[src/rtl/alu_op_sequencer_if.sv]
// alu_op_sequencer_if: request, response and ALU-side signals of the sequencer.
// in_chain exists only when ALU_SEQ_CHAIN_EN is defined.
interface alu_op_sequencer_if #(parameter int WIDTH = 16);
  logic             in_valid;
  logic             in_ready;
  logic [3:0]       in_opcode;
  logic [WIDTH-1:0] in_a;
  logic [WIDTH-1:0] in_b;
`ifdef ALU_SEQ_CHAIN_EN
  logic             in_chain;
`endif
  logic             out_valid;
  logic             out_ready;
  logic [WIDTH-1:0] out_result;
  logic             out_err;
  logic [3:0]       alu_opcode;
  logic [WIDTH-1:0] alu_a;
  logic [WIDTH-1:0] alu_b;
  logic [WIDTH-1:0] alu_result;
  logic             busy;
  modport master (
    output in_valid, in_opcode, in_a, in_b, out_ready, alu_result,
`ifdef ALU_SEQ_CHAIN_EN
    output in_chain,
`endif
    input  in_ready, out_valid, out_result, out_err, alu_opcode, alu_a, alu_b, busy
  );
  modport slave (
    input  in_valid, in_opcode, in_a, in_b, out_ready, alu_result,
`ifdef ALU_SEQ_CHAIN_EN
    input  in_chain,
`endif
    output in_ready, out_valid, out_result, out_err, alu_opcode, alu_a, alu_b, busy
  );
endinterface

[src/rtl/alu_op_sequencer.sv]
// alu_op_sequencer: queues ALU requests, issues them one at a time to a registered ALU and returns results.
// Defining ALU_SEQ_CHAIN_EN adds per-request chaining of the previous result into alu_b.
module alu_op_sequencer #(
  parameter int WIDTH       = 16,
  parameter int DEPTH       = 4,
  parameter int ALU_LATENCY = 1
) (
  input logic               clk,
  input logic               rst_n,
  alu_op_sequencer_if.slave bus
);
  localparam int AW = $clog2(DEPTH);
  localparam int CW = $clog2(ALU_LATENCY + 1);
  typedef struct packed {
    logic [3:0]       op;
    logic [WIDTH-1:0] a;
    logic [WIDTH-1:0] b;
`ifdef ALU_SEQ_CHAIN_EN
    logic             chain;
`endif
  } entry_t;
  typedef enum logic [1:0] {IDLE, WAIT, RESP} state_t;
  entry_t           mem_q [DEPTH];
  entry_t           head;
  entry_t           entry;
  logic [AW-1:0]    wr_q, rd_q;
  logic [AW:0]      cnt_q;
  state_t           state_q, state_d;
  logic [CW-1:0]    wait_q, wait_d;
  logic             out_valid_q, out_valid_d;
  logic             out_err_q, out_err_d;
  logic [WIDTH-1:0] out_result_q, out_result_d;
  logic [3:0]       alu_opcode_q, alu_opcode_d;
  logic [WIDTH-1:0] alu_a_q, alu_a_d;
  logic [WIDTH-1:0] alu_b_q, alu_b_d;
  logic             push, pop, empty, sup;
`ifdef ALU_SEQ_CHAIN_EN
  logic [WIDTH-1:0] chain_q, chain_d;
  assign entry = {bus.in_opcode, bus.in_a, bus.in_b, bus.in_chain};
`else
  assign entry = {bus.in_opcode, bus.in_a, bus.in_b};
`endif
  assign head  = mem_q[rd_q];
  assign empty = cnt_q == '0;
  assign sup   = head.op inside {4'b0001, 4'b0010, 4'b0100, 4'b0101, 4'b1000,
                                 4'b1001, 4'b1010, 4'b1011, 4'b1101};
  // full is judged on current occupancy only, so a same-cycle pop never admits a push
  assign bus.in_ready   = cnt_q != (AW+1)'(DEPTH);
  assign push           = bus.in_valid && bus.in_ready;
  assign bus.busy       = state_q != IDLE || !empty;
  assign bus.out_valid  = out_valid_q;
  assign bus.out_err    = out_err_q;
  assign bus.out_result = out_result_q;
  assign bus.alu_opcode = alu_opcode_q;
  assign bus.alu_a      = alu_a_q;
  assign bus.alu_b      = alu_b_q;
  always_ff @(posedge clk) begin
    if (push) mem_q[wr_q] <= entry;
  end
  always_ff @(posedge clk or negedge rst_n) begin
    if (!rst_n) begin
      wr_q         <= '0;
      rd_q         <= '0;
      cnt_q        <= '0;
      state_q      <= IDLE;
      wait_q       <= '0;
      out_valid_q  <= 1'b0;
      out_err_q    <= 1'b0;
      out_result_q <= '0;
      alu_opcode_q <= '0;
      alu_a_q      <= '0;
      alu_b_q      <= '0;
`ifdef ALU_SEQ_CHAIN_EN
      chain_q      <= '0;
`endif
    end else begin
      wr_q         <= wr_q + AW'(push);
      rd_q         <= rd_q + AW'(pop);
      cnt_q        <= cnt_q + (AW+1)'(push) - (AW+1)'(pop);
      state_q      <= state_d;
      wait_q       <= wait_d;
      out_valid_q  <= out_valid_d;
      out_err_q    <= out_err_d;
      out_result_q <= out_result_d;
      alu_opcode_q <= alu_opcode_d;
      alu_a_q      <= alu_a_d;
      alu_b_q      <= alu_b_d;
`ifdef ALU_SEQ_CHAIN_EN
      chain_q      <= chain_d;
`endif
    end
  end
  always_comb begin
    pop     = 1'b0;
    state_d = state_q;
    case (state_q)
      IDLE:    pop = !empty;
      WAIT:    state_d = wait_q == '0 ? RESP : WAIT;
      RESP: begin
        pop     = bus.out_ready && !empty;
        state_d = bus.out_ready ? IDLE : RESP;
      end
      default: state_d = IDLE;
    endcase
    if (pop) state_d = sup ? WAIT : RESP;
  end
  always_comb begin
    wait_d       = wait_q;
    out_valid_d  = out_valid_q;
    out_err_d    = out_err_q;
    out_result_d = out_result_q;
    alu_opcode_d = alu_opcode_q;
    alu_a_d      = alu_a_q;
    alu_b_d      = alu_b_q;
`ifdef ALU_SEQ_CHAIN_EN
    chain_d      = chain_q;
`endif
    if (state_q == WAIT && wait_q != '0) wait_d = wait_q - CW'(1);
    if (state_q == WAIT && wait_q == '0) begin
      out_valid_d  = 1'b1;
      out_err_d    = 1'b0;
      out_result_d = bus.alu_result;
      alu_opcode_d = '0;
`ifdef ALU_SEQ_CHAIN_EN
      chain_d      = alu_opcode_q == 4'b0001 ? '0 : bus.alu_result;
`endif
    end
    if (state_q == RESP && bus.out_ready) out_valid_d = 1'b0;
    if (pop && sup) begin
      alu_opcode_d = head.op;
      alu_a_d      = head.a;
`ifdef ALU_SEQ_CHAIN_EN
      alu_b_d      = head.chain ? chain_q : head.b;
`else
      alu_b_d      = head.b;
`endif
      wait_d       = CW'(ALU_LATENCY);
    end
    if (pop && !sup) begin
      out_valid_d  = 1'b1;
      out_err_d    = 1'b1;
      out_result_d = '0;
    end
  end
endmodule

[src/flat_wrapper.sv]
// flat-port wrapper written by rule: the top's interface ports become plain ports
module alu_op_sequencer_flat 
#(
  parameter int WIDTH       = 16,
  parameter int DEPTH       = 4,
  parameter int ALU_LATENCY = 1
)
  (clk, rst_n, bus_in_valid, bus_in_opcode, bus_in_a, bus_in_b, bus_out_ready, bus_alu_result, bus_in_ready, bus_out_valid, bus_out_result, bus_out_err, bus_alu_opcode, bus_alu_a, bus_alu_b, bus_busy);
  alu_op_sequencer_if #(.WIDTH(WIDTH)) bus_i ();
  input logic clk;
  input logic rst_n;
  input wire logic [$bits(bus_i.in_valid)-1:0] bus_in_valid;
  input wire logic [$bits(bus_i.in_opcode)-1:0] bus_in_opcode;
  input wire logic [$bits(bus_i.in_a)-1:0] bus_in_a;
  input wire logic [$bits(bus_i.in_b)-1:0] bus_in_b;
  input wire logic [$bits(bus_i.out_ready)-1:0] bus_out_ready;
  input wire logic [$bits(bus_i.alu_result)-1:0] bus_alu_result;
  output wire logic [$bits(bus_i.in_ready)-1:0] bus_in_ready;
  output wire logic [$bits(bus_i.out_valid)-1:0] bus_out_valid;
  output wire logic [$bits(bus_i.out_result)-1:0] bus_out_result;
  output wire logic [$bits(bus_i.out_err)-1:0] bus_out_err;
  output wire logic [$bits(bus_i.alu_opcode)-1:0] bus_alu_opcode;
  output wire logic [$bits(bus_i.alu_a)-1:0] bus_alu_a;
  output wire logic [$bits(bus_i.alu_b)-1:0] bus_alu_b;
  output wire logic [$bits(bus_i.busy)-1:0] bus_busy;
  assign bus_i.in_valid = bus_in_valid;
  assign bus_i.in_opcode = bus_in_opcode;
  assign bus_i.in_a = bus_in_a;
  assign bus_i.in_b = bus_in_b;
  assign bus_i.out_ready = bus_out_ready;
  assign bus_i.alu_result = bus_alu_result;
  assign bus_in_ready = bus_i.in_ready;
  assign bus_out_valid = bus_i.out_valid;
  assign bus_out_result = bus_i.out_result;
  assign bus_out_err = bus_i.out_err;
  assign bus_alu_opcode = bus_i.alu_opcode;
  assign bus_alu_a = bus_i.alu_a;
  assign bus_alu_b = bus_i.alu_b;
  assign bus_busy = bus_i.busy;
  alu_op_sequencer #(.WIDTH(WIDTH), .DEPTH(DEPTH), .ALU_LATENCY(ALU_LATENCY)) u_core (.clk(clk), .rst_n(rst_n), .bus(bus_i));
endmodule
[config.mk]
export PLATFORM = sky130hd
export DESIGN_NAME = alu_op_sequencer_flat
export DESIGN_NICKNAME = d
export VERILOG_FILES = /design/src/rtl/alu_op_sequencer_if.sv /design/src/rtl/alu_op_sequencer.sv /design/src/flat_wrapper.sv
export SDC_FILE = /design/constraint.sdc
export NUM_CORES = 1
export LEC_CHECK = 0
export BUFFER_PORTS_ARGS = -buffer_cell sky130_fd_sc_hd__buf_2
export CAP_MARGIN = 30
export CORE_MARGIN = 10
export CORE_UTILIZATION = 41
export DETAILED_ROUTE_END_ITERATION = 8
export GPL_ROUTABILITY_DRIVEN = 1
export PLACE_DENSITY = 0.67
export SLEW_MARGIN = 25
export SYNTH_ARGS = -nofsm -noshare
export SYNTH_HDL_FRONTEND = slang
export SYNTH_SLANG_ARGS = --single-unit
[constraint.sdc]
create_clock -name clk -period 4.2 [get_ports clk]
set_input_delay 0.63 -clock clk [delete_from_list [all_inputs] [get_ports clk]]
set_output_delay 0.63 -clock clk [all_outputs]
set_load 0.05 [all_outputs]
## Word level (Yosys, flattened, before mapping)

Memories as Yosys holds them, arrays and structs flattened.
Index checks and enable logic that the tools add are counted.

| word-level totals | value |
|---|---|
| flip-flop bits (word level) | 64 |
| memory bits (writable) | 144 |
| input bits | 56 |
| output and inout port bits | 56 |
| logic and storage cells | 68 |
| memories | 1 |

| cells by class | value |
|---|---|
| add/sub/neg operators | 5 |
| eq/ne operators | 13 |
| muxes and demuxes | 19 |
| bitwise gates (word level) | 1 |
| reductions and logical operators | 18 |

Memory list:

| name | words | width | read ports | clocked after memory_dff | wr ports | line | RTL |
|---|---|---|---|---|---|---|---|
| u_core.mem_q | 4 | 36 | 1 | 0 | 1 | alu_op_sequencer.sv:23 | `entry_t mem_q [DEPTH];` |

Operators by type and width:

| cell | number |
|---|---|
| $mux W16 | 2 |
| $eq A4 B4 Y1 const B | 5 |
| $mux W1 | 9 |
| $reduce_bool A9 Y1 | 1 |
| $eq A4 B3 Y1 const B | 2 |
| $mux W2 | 4 |
| $mux W4 | 2 |
| $reduce_bool A2 Y1 | 4 |
| $logic_and A1 B1 Y1 | 7 |
| $pmux W2 S3 | 1 |
| $add A2 B1 Y2 | 2 |
| $eq A4 B1 Y1 const B | 1 |
| $eq A4 B2 Y1 const B | 1 |
| $add A3 B1 Y3 | 1 |
| $logic_not A3 Y1 | 1 |
| $ne A3 B3 Y1 const B | 1 |
| $reduce_bool A3 Y1 | 1 |
| $sub A3 B1 Y3 | 1 |
| $eq A2 B1 Y1 const B | 1 |
| $eq A2 B2 Y1 const B | 1 |
| $logic_not A1 Y1 | 2 |
| $logic_not A2 Y1 | 1 |
| $ne A2 B1 Y1 const B | 1 |
| $pmux W1 S2 | 1 |
| 3 further kinds | 3 |

## Depth between registers and ports, before layout

| logic depth | value |
|---|---|
| depth in word-level cells | 6 |
| mapped depth | 11 |
| mapped depth without buffers | 11 |

## Worst setup path before layout

Ideal clock, no wire load.

| timing | value |
|---|---|
| kind | register -> register |
| start | register u_core.cnt_q[1] |
| end | memory u_core.mem_q[1][0] in the netlist's numbering (enable) |
| setup time | 0.482 ns |
| data arrival time | 3.693 ns |
| required time | 3.718 ns |
| path slack | 0.026 ns |
| cell stages (with the launch flop) | 5 |
| clock period less this slack | 4.174 ns |
| cell sequence | dfrtp_1 -> nor2_1 -> nand2_1 -> nand2_1 -> nor3b_1 |

| on the way | value |
|---|---|
| word-level cells in the longest chain between the ends | 4 |

RTL lines:

| what | line | RTL |
|---|---|---|
| from (decl) | alu_op_sequencer.sv:27 | `logic [AW:0] cnt_q;` |
| from (signal assigned) | alu_op_sequencer.sv:79 | `cnt_q <= cnt_q + (AW+1)'(push) - (AW+1)'(pop);` |
| $ne A3 B3 Y1 | alu_op_sequencer.sv:48 | `assign bus.in_ready = cnt_q != (AW+1)'(DEPTH);` |
| via bus_in_ready | flat_wrapper.sv:18 | `output wire logic [$bits(bus_i.in_ready)-1:0] bus_in_ready;` |
| $logic_and A1 B1 Y1 | alu_op_sequencer.sv:49 | `assign push = bus.in_valid && bus.in_ready;` |
| $mux W1 | alu_op_sequencer.sv:58 | `if (push) mem_q[wr_q] <= entry;` |
| $mux W1 (not written as such) | alu_op_sequencer.sv:58 |  |
| to (decl) | alu_op_sequencer.sv:23 |  |

The timed path passes the listed nets, and every way through them passes these cells.

## Worst setup path in the final report

| timing | value |
|---|---|
| start | register u_core.rd_q[0] |
| end | register u_core.alu_b_q[15], in the netlist u_core.bus.alu_b[15] |

| on the way | value |
|---|---|
| word-level cells in the longest chain between the ends | 4 |
| elaborated cells on any way between the ends | 12 |
| those cells by class | eq/ne: 9; reduce/logical: 2; memory: 1 |

RTL lines:

| what | line | RTL |
|---|---|---|
| from (decl) | alu_op_sequencer.sv:26 | `logic [AW-1:0] wr_q, rd_q;` |
| from (signal assigned) | alu_op_sequencer.sv:78 | `rd_q <= rd_q + AW'(pop);` |
| $mem_v2 Z4 W36 * | -- |  |
| $eq A4 B1 Y1 (tied with other cells) | alu_op_sequencer.sv:45 | `assign sup = head.op inside {4'b0001, 4'b0010, 4'b0100, 4'b0101, 4'b1000,` |
| $reduce_bool A9 Y1 | alu_op_sequencer.sv:45 |  |
| $logic_and A1 B1 Y1 | alu_op_sequencer.sv:129 | `if (pop && sup) begin` |
| to (signal assigned) | alu_op_sequencer.sv:87 | `alu_b_q <= alu_b_d;` |
| to (decl) | alu_op_sequencer.sv:35 | `logic [WIDTH-1:0] alu_b_q, alu_b_d;` |

Every way passes the cells marked *; elsewhere a longest branch is shown, timed or not.
A chain may end at the register's enable or synchronous reset.

==> impl_metrics.py <==
metrics = {
    "clocking": {
        "clock_latency_ns": 0.50,
        "cts_setup_buffers": 0,
        "cts-root-buf": "clkbuf_16",
        "postCtsHoldBufs": 0,
        "clk_path_buf_depth": 3,
        "cts_tree": "yes",
        "ctsResizeCount": 0,
        "cts_buffers": 22,
        "clock-sinks": 208,
        "htree_levels": 1,
        "clk_pin_slew_worst_paths_ns": 0.06,
    },
    "cells_and_area": {
        "layout.nets": 596,
        "most-common-layout-cells": "144 x edfxtp_1, 110 x buf_2, 62 x dfrtp_1",
        "syn_to_final_growth_pct": 21.75,
        "final_util": 0.5120,
        "mostFrequentLayoutCell": "edfxtp_1",
        "drive_gt1_frac": 0.4299,
        "stdcell_area_um2": 9673,
    },
    "synthesis": {
        "yosysSeqAreaShare": 0.7458,
        "ys_seq_elements": 208,
        "yosysWarnings": 0,
        "synth.distinct_cells": 30,
        "synthCells": 406,
        "synth_fp_nets": 469,
        "syn_area_um2": 7945,
        "avgSynthCellArea_um2": 19.57,
    },
    "floorplan": {
        "dieHeight_um": 159.2,
        "ios": 112,
        "start_util": 0.4205,
        "num_rows": 50,
        "die_w_um": 159.2,
        "dieArea_um2": 25350,
        "coreArea_um2": 18890,
    },
    "critical_path": {
        "crit_required_ns": 4.58,
        "startpoint_type": "flop",
        "crit_type": "reg -> reg",
        "crit_fanout": 25,
        "rrSetupSlack_ns": 1.20,
        "arrival_ns": 3.37,
        "cp-end-kind": "flop",
    },
    "timing": {
        "finalCritPeriodShare": 0.7136,
        "final.setup.tns_ns": 0,
        "rsz0062_at_grt": "false",
        "final.setup_skew_ns": 0.01487,
        "worst_pin_slew_ns": 0.7441,
        "finalHoldViolations": 0,
        "min_period_ns": 2.997,
        "slew_headroom": 0.5039,
        "clock.fmax_ghz": 0.3337,
        "slew_viol_final": 0,
        "setup_violations": 0,
    },
    "placement": {
        "hpwl_um": 10050,
        "place_congestion": 0.7066,
        "port_buffers": 111,
        "placed_area_um2": 8825,
    },
    "min_path": {
        "hp-class": "in -> async",
    },
    "routing": {
        "wl_um": 15490,
        "drc_errors": 0,
        "final_antenna_net_count": 0,
        "wl_per_cell_um": 19.10,
        "first_pass_iters": 4,
        "drtIter0Drc": 181,
        "via_per_inst": 4.935,
        "vias": 4002,
    },
    "pwr": {
        "p_leak_uw": 0.003745,
        "cellPowerDensity_nw_per_um2": 877.2,
        "switching_share": 0.3589,
        "clkPwrFrac": 0.249,
        "p_sw_uw": 3045,
        "p_comb_frac": 0.380,
        "vdd_drop_max_uv": 504.5,
        "pwr-share-seq": 0.371,
        "p_int_uw": 5440,
    },
    "run": {
        "maxCapViolCount": 0,
    },
    "global_routing": {
        "grt_start_max_net_pins": 65,
        "grt_pass1_vias": 4416,
        "grt_first_pass_wirelength_um": 25060,
        "antenna_found_initial": 2,
        "grt_usage": 0.1220,
        "grt-ovfl-total": 0,
    },
    "run_status": {
        "outcome": "finished, final reports clean",
    },
}
## power groups by stage
stage	logic [uW]	clock network, uW	registers, uW
final	3230	2110	3150
after global routing	3470	2250	3220
after CTS	3290	2170	3170
after detailed placement	3300	0	3200
after global placement	3190	0	3170
after floorplan	1830	0	3900
## cells in the mapped netlist, drive strengths merged
cell type,n,area share
and3,2,0.0016
o21ai,4,0.0035
nor2,5,0.0024
nor3,4,0.0025
mux2,32,0.057
a21o,2,0.0019
edfxtp,144,0.54
a21oi,17,0.011
nor2b,3,0.0024
mux2i,4,0.0050
nor3b,1,0.00095
dfrtp,64,0.20
buf,8,0.012
clkbuf,9,0.0043
a311oi,1,0.0011
a21boi,1,0.00095
a311o,1,0.0013
inv,12,0.0057
nand2,42,0.020
xor2,2,0.0022
ha,6,0.0094
nand2b,2,0.0016
fa,1,0.0025
mux4,36,0.10
xnor2,3,0.0033
## routing by layer
metal / vias to the layer above / routed length, um / global-route usage
li1: 1810 / - / -
met4: 0 / 193 / 0.02485
met2: 114 / 7575 / 0.2039
met3: 18 / 1111 / 0.04338
met5: - / 0 / 0
met1: 2060 / 6606 / 0.1498
## stage by stage
stage | hold WS (ns) | total power (uW) | instances | setup slack, ns
2_1_floorplan | 0.3344 | 5726 | 406 | 0.02580
3_3_place_gp | 0.4671 | 6362 | 767 | 1.161
3_5_place_dp | 0.4834 | 6494 | 768 | 1.101
4_1_cts | 0.2815 | 8627 | 808 | 1.090
5_1_grt | 0.06614 | 8940 | 809 | 0.9371
6_report | 0.05635 | 8485 | 811 | 1.203
## flip-flops by register name (all words and copies together), names as in the netlist
signal                 count
u_core.bus.out_result     16
u_core.mem_q             144
u_core.bus.alu_b          16
u_core.wait_q              1
u_core.bus.out_valid       1
u_core.wr_q                2
u_core.bus.alu_a          16
u_core.bus.alu_opcode      4
u_core.bus.out_err         1
u_core.rd_q                2
u_core.cnt_q               3
u_core.state_q             2
## worst max-delay path, cell delays in order (launching register included)
cell,delay (ns)
dfrtp_2,0.79
mux4_2,0.63
nor2b_1,0.17
o21ai_2,0.09
a21boi_4,0.51
buf_12,0.30
mux2_2,0.36
## final cells by class
| class | count | area, um2 |
|---|---|---|
| Clock buffer | 26 | 605.6 |
| Sequential cell | 208 | 5928 |
| Clock inverter | 14 | 215.2 |
| Tap cell | 260 | 325.3 |
| Multi-Input combinational cell | 169 | 1878 |
| Fill cell | 1587 | 9220 |
| Antenna cell | 2 | 5.005 |
| Timing Repair Buffer | 120 | 670.6 |
| Inverter | 12 | 45.04 |
## kinds of logic after synthesis
| group | after synthesis | synth area share |
|---|---|---|
| muxes | 72 | 0.1643 |
| xor gates and xnor gates | 5 | 0.005513 |
| buffers and inverters | 29 | 0.02189 |
| and+or+nand+nor | 59 | 0.03118 |
| AOI/OAI and AO/OA | 26 | 0.01937 |
| adders and majority gates | 7 | 0.01197 |
| DFF | 208 | 0.7458 |
## final timing paths
kind | start | to | cells after the start
min in group clk | bus_in_b[0] | u_core.mem_q[1][0] | 1
worst min-delay path | rst_n | u_core.bus.out_result[2] | 1
max in group asynchronous | rst_n | u_core.rd_q[1] | 2
worst min register to register | u_core.bus.out_err | u_core.bus.out_err | 1
worst max-delay path | u_core.rd_q[0] | u_core.bus.alu_b[15] | 6
worst max register to register | u_core.rd_q[0] | u_core.bus.alu_b[15] | 6
(Power assumes the default switching activity.)
